$ cat config.mk
export PLATFORM = sky130hd
export DESIGN_NAME = control_unit
export DESIGN_NICKNAME = d
export VERILOG_FILES = /design/src/rtl/control_unit.sv
export SDC_FILE = /design/constraint.sdc
export NUM_CORES = 1
export LEC_CHECK = 0
export ABC_AREA = 1
export CORE_MARGIN = 2
export CORE_UTILIZATION = 35
export DETAILED_ROUTE_END_ITERATION = 6
export GPL_TIMING_DRIVEN = 0
export PLACE_DENSITY = 0.79
export SYNTH_ARGS = -nofsm -noshare
export SYNTH_HDL_FRONTEND = slang
export SYNTH_SLANG_ARGS = --single-unit
$ cat constraint.sdc
create_clock -name clk -period 2.02 [get_ports clk]
set_clock_uncertainty 0.15 [all_clocks]
set_input_delay 0.202 -clock clk [delete_from_list [all_inputs] [get_ports clk]]
set_output_delay 0.202 -clock clk [all_outputs]
set_load 0.1 [all_outputs]
$ cat src/rtl/control_unit.sv
// Multi-cycle controller for a 4-register, 8-bit accumulator datapath.
// Ports: clk, rst (sync active-low), instruction, zero -> load/select/write strobes, halted.
module control_unit #(
  parameter int word_size  = 8,
  parameter int op_size    = 4,
  parameter int state_size = 4,
  parameter int Sel1_size  = 3,
  parameter int Sel2_size  = 2
) (
  input  logic                 clk,
  input  logic                 rst,
  input  logic [word_size-1:0] instruction,
  input  logic                 zero,
  output logic                 Load_R0,
  output logic                 Load_R1,
  output logic                 Load_R2,
  output logic                 Load_R3,
  output logic                 Load_PC,
  output logic                 Inc_PC,
  output logic                 Load_IR,
  output logic                 Load_Add_R,
  output logic                 Load_Reg_Y,
  output logic                 Load_Reg_Z,
  output logic [Sel1_size-1:0] Sel_Bus_1_Mux,
  output logic [Sel2_size-1:0] Sel_Bus_2_Mux,
  output logic                 write,
  output logic                 halted
);

  typedef enum logic [state_size-1:0] {
    S_idle = 0,
    S_fet1 = 1,
    S_fet2 = 2,
    S_dec  = 3,
    S_ex1  = 4,
    S_rd1  = 5,
    S_rd2  = 6,
    S_wr1  = 7,
    S_wr2  = 8,
    S_br1  = 9,
    S_br2  = 10,
    S_halt = 11
  } state_t;

  localparam logic [op_size-1:0] OP_NOP = op_size'(0);
  localparam logic [op_size-1:0] OP_ADD = op_size'(1);
  localparam logic [op_size-1:0] OP_SUB = op_size'(2);
  localparam logic [op_size-1:0] OP_AND = op_size'(3);
  localparam logic [op_size-1:0] OP_NOT = op_size'(4);
  localparam logic [op_size-1:0] OP_RD  = op_size'(5);
  localparam logic [op_size-1:0] OP_WR  = op_size'(6);
  localparam logic [op_size-1:0] OP_BR  = op_size'(7);
  localparam logic [op_size-1:0] OP_BRZ = op_size'(8);

  localparam logic [Sel1_size-1:0] SEL1_PC   = Sel1_size'(4);
  localparam logic [Sel2_size-1:0] SEL2_ALU  = Sel2_size'(0);
  localparam logic [Sel2_size-1:0] SEL2_BUS1 = Sel2_size'(1);
  localparam logic [Sel2_size-1:0] SEL2_MEM  = Sel2_size'(2);

  state_t             state;
  logic [op_size-1:0] opcode;
  logic [1:0]         src;
  logic [1:0]         dest;
  logic [3:0]         load_r;
  logic               brz_taken;

  assign opcode    = instruction[op_size+3:4];
  assign src       = instruction[3:2];
  assign dest      = instruction[1:0];
  assign brz_taken = zero;

  assign Load_R0 = load_r[0];
  assign Load_R1 = load_r[1];
  assign Load_R2 = load_r[2];
  assign Load_R3 = load_r[3];

  always_ff @(posedge clk) begin
    if (!rst) begin
      state <= S_idle;
    end else begin
      case (state)
        S_idle: state <= S_fet1;
        S_fet1: state <= S_fet2;
        S_fet2: state <= S_dec;
        S_dec: begin
          case (opcode)
            OP_NOP: state <= S_fet1;
            OP_ADD,
            OP_SUB,
            OP_AND: state <= S_ex1;
            OP_NOT: state <= S_fet1;
            OP_RD:  state <= S_rd1;
            OP_WR:  state <= S_wr1;
            OP_BR:  state <= S_br1;
            OP_BRZ: state <= brz_taken ? S_br1 : S_fet1;
            default: state <= S_halt;
          endcase
        end
        S_ex1:  state <= S_fet1;
        S_rd1:  state <= S_rd2;
        S_rd2:  state <= S_fet1;
        S_wr1:  state <= S_wr2;
        S_wr2:  state <= S_fet1;
        S_br1:  state <= S_br2;
        S_br2:  state <= S_fet1;
        S_halt: state <= S_halt;
        default: state <= S_idle;
      endcase
    end
  end

  // Outputs are held low while reset is asserted so that an
  // in-flight store or register load cannot fire during reset.
  always_comb begin
    load_r        = 4'b0;
    Load_PC       = 1'b0;
    Inc_PC        = 1'b0;
    Load_IR       = 1'b0;
    Load_Add_R    = 1'b0;
    Load_Reg_Y    = 1'b0;
    Load_Reg_Z    = 1'b0;
    Sel_Bus_1_Mux = '0;
    Sel_Bus_2_Mux = '0;
    write         = 1'b0;
    halted        = 1'b0;
    if (rst) begin
      case (state)
        S_fet1: begin
          Sel_Bus_1_Mux = SEL1_PC;
          Sel_Bus_2_Mux = SEL2_BUS1;
          Load_Add_R    = 1'b1;
        end
        S_fet2: begin
          Sel_Bus_2_Mux = SEL2_MEM;
          Load_IR       = 1'b1;
          Inc_PC        = 1'b1;
        end
        S_dec: begin
          case (opcode)
            OP_ADD,
            OP_SUB,
            OP_AND: begin
              Sel_Bus_1_Mux = Sel1_size'(src);
              Sel_Bus_2_Mux = SEL2_BUS1;
              Load_Reg_Y    = 1'b1;
            end
            OP_NOT: begin
              Sel_Bus_1_Mux = Sel1_size'(src);
              Sel_Bus_2_Mux = SEL2_ALU;
              Load_Reg_Z    = 1'b1;
              load_r[dest]  = 1'b1;
            end
            OP_RD,
            OP_WR,
            OP_BR: begin
              Sel_Bus_1_Mux = SEL1_PC;
              Sel_Bus_2_Mux = SEL2_BUS1;
              Load_Add_R    = 1'b1;
            end
            OP_BRZ: begin
              if (brz_taken) begin
                Sel_Bus_1_Mux = SEL1_PC;
                Sel_Bus_2_Mux = SEL2_BUS1;
                Load_Add_R    = 1'b1;
              end else begin
                // Step over the unused branch-target byte.
                Inc_PC = 1'b1;
              end
            end
            default: ;
          endcase
        end
        S_ex1: begin
          Sel_Bus_1_Mux = Sel1_size'(dest);
          Sel_Bus_2_Mux = SEL2_ALU;
          Load_Reg_Z    = 1'b1;
          load_r[dest]  = 1'b1;
        end
        S_rd1,
        S_wr1: begin
          Sel_Bus_2_Mux = SEL2_MEM;
          Load_Add_R    = 1'b1;
          Inc_PC        = 1'b1;
        end
        S_rd2: begin
          Sel_Bus_2_Mux = SEL2_MEM;
          load_r[dest]  = 1'b1;
        end
        S_wr2: begin
          Sel_Bus_1_Mux = Sel1_size'(src);
          write         = 1'b1;
        end
        S_br1: begin
          Sel_Bus_2_Mux = SEL2_MEM;
          Load_Add_R    = 1'b1;
        end
        S_br2: begin
          Sel_Bus_2_Mux = SEL2_MEM;
          Load_PC       = 1'b1;
        end
        S_halt: halted = 1'b1;
        default: ;
      endcase
    end
  end

endmodule
==> out/metrics.cfg <==
[power_and_ir_drop]
power_frac_comb = 0.560
power_frac_seq = 0.214
pwr_density_cell_mw_per_mm2 = 390.8
pwr-share-clk = 0.227
leakage_nw = 0.4976
p_int_uw = 225.7
switchingPower_uw = 207.1
peakVddDrop_v = 0.0003248
sw_frac_of_total = 0.4785

[floorplanning]
pin_count = 28
rows = 14
die_y_um = 43.93
start_util = 0.3704
fp.dieW_um = 43.93
die_area_mm2 = 0.001930
fp.coreArea_mm2 = 0.001506

[clocking]
cts_buffers = 3
clk_latency_ns = 0.23
cts_tree = yes
root_buffer = clkbuf_4
clk_path_buf_depth = 2
htreeDepth = 1
cts_hold_buf = 0
cts.sinks = 4
path_clk_slew_ns = 0.04

[global_routing]
grt_util_all_layers = 0.2048
grt_pass1_wl_mm = 3.077
grt_max_degree = 11
grt_pass1_vias = 735
antenna_found_initial = 0
grt_overflow = 0

[worst_setup_path]
critPathKind = input port to output port
worstSetupStartpointType = input port
cp_data_required_time_ns = 1.67
cp_slowest_cell = clkdlybuf4s18_2
crit_fanout = 4
arrival_ns = 1.59
cpPeakStageDelay_ns = 0.55
cp_cell_sequence = dlygate4sd2_1 > clkinvlp_4 > buf_4 > nor3_4 > clkdlybuf4s18_2
endpoint_kind = output port

[cells_and_area]
finalNetCount = 157
areaGrowthSynthToFinish_pct = 98.43
n_antenna_cell = 0
multi_input_area_um2 = 588.1
final_cell_mix = nand2_1 (29), inv_1 (11), nand3_1 (10)
layout-drive-gt1-share = 0.4306
final_cell_area_mm2 = 0.001107
top_register = state
largest_register_ffs = 4
final_common_cell = nand2_1
seq_area_um2 = 81.33
reg.largest.list = state (4)
fillers = 123

[timing]
min_period_ns = 1.941
clock.fmax_ghz = 0.5151
final_max_slew_viol_count = 0
hold_viol_final = 0
worst_slew_pin_slew_ns = 0.5118
setup_violations = 0
slew-limit-headroom = 0.6622
setup_slack_ns = 0.07853
finalCritPeriodShare = 0.9611

[place]
gp_congestion = 0.8386
place_area_um2 = 978.4
place_hpwl_mm = 1.417
portBuffers = 27
pre_cts_ws_ns = -1.161

[route]
dr.pass1.iters = 4
first_iter_violations = 13
wl_met2_mm = 1.059
vias = 839
highest_layer = met4
route.detailed.drc = 0
viasPerCell = 5.244
drt-total-wl_mm = 1.974
dr_wl_met3_um = 58
met1_length_um = 838
antenna_left = 0
drt-wirelength-per-cell_um = 12.34

[logic_synthesis]
synthCells = 110
synth_seq_cells = 4
ys_types = 18
synthesis.nets = 121
avgSynthCellArea_um2 = 5.073
yosys_warnings = 0
syn-cell-area_um2 = 558.0
seq_area_frac_synth = 0.1435

[run]
cap_violations = 0

[outcome]
status = completed

[min_path]
timing.hold.worst.class = input port to register

-- layer usage --
| layer | vias to the layer above | GRT usage |
|---|---|---|
| met1 | 391 | 0.2620 |
| met5 | - | 0 |
| met4 | 0 | 0.05455 |
| met2 | 21 | 0.3647 |
| met3 | 2 | 0.01667 |
| li1 | 425 | - |
-- worst paths after layout --
path,end,slack (ns),cells after the start,start
hold reg to reg,state[0]$_SDFF_PN0_,0.47,2,state[1]$_SDFF_PN0_
hold / removal,state[2]$_SDFF_PN0_,0.25,4,instruction[7]
setup reg to reg,state[1]$_SDFF_PN0_,0.68,7,state[0]$_SDFF_PN0_
setup / recovery,halted,0.08,5,rst
-- logic make-up (layout without fill, tap and decap cells) --
| logic type | Yosys count | after routing | synth area share |
|---|---|---|---|
| flops | 4 | 4 | 0.1435 |
| simple gates | 72 | 72 | 0.5718 |
| compound gates | 17 | 17 | 0.1682 |
| buf+inv | 17 | 51 | 0.1166 |
-- power groups by stage --
stage          Combinational, mW  Sequential [mW]  Clock (mW)
6_report                   0.242           0.0925      0.0981
5_1_grt                    0.257           0.0930       0.111
4_1_cts                    0.223           0.0902       0.101
3_5_place_dp               0.219           0.0914           0
3_3_place_gp               0.217           0.0916           0
2_1_floorplan              0.162           0.0903           0
-- worst max-delay path: cells and delay by family --
kind | cells | cell delay, ns
buffers and inverters | 4 | 1.22
and+or+nand+nor | 1 | 0.16
-- area by class of cell --
cell class,instances,area share
Multi-Input combinational cell,89,0.5311
Buffer,2,0.01130
Inverter,15,0.05650
Clock buffer,3,0.02034
Sequential cell,4,0.07345
Tap cell,16,0.01808
Timing Repair Buffer,31,0.2893
-- cell usage after synthesis --
cell type	count	share of area
nand3_1	10	0.090
a21oi_2	2	0.031
nand2_1	32	0.22
nand3_2	1	0.018
dfxtp_1	4	0.14
and2_4	1	0.016
inv_2	3	0.020
nor2_1	14	0.094
o21ai_0	4	0.036
buf_2	1	0.0090
inv_1	12	0.081
nor2_2	4	0.045
or2_2	1	0.011
buf_1	1	0.0067
nor3_1	8	0.072
a21oi_1	10	0.090
nor4_1	1	0.011
o22ai_1	1	0.011
-- metrics by stage --
stage	TNS [ns]	cells	util	total power, mW	hold WS, ns
final	0	160	0.7351	0.4327	0.2548
after floorplan	-1.361	110	-	0.2521	0.2241
after CTS	0	157	0.6711	0.4148	0.3667
after detailed placement	-16.67	153	0.6495	0.3108	0.4489
after global placement	-16.47	153	0.6495	0.3087	0.4454
after global routing	-0.03414	160	0.7351	0.4610	0.2637
-- timing repair --
item                                    in CTS  in global routing
buffers inserted                             1                  3
pin swaps                                    1                  4
resized for setup                          111                 27
endpoints found under the hold margin        0                  0
endpoints found under the setup margin      17                 14
(Power assumes the default switching activity.)
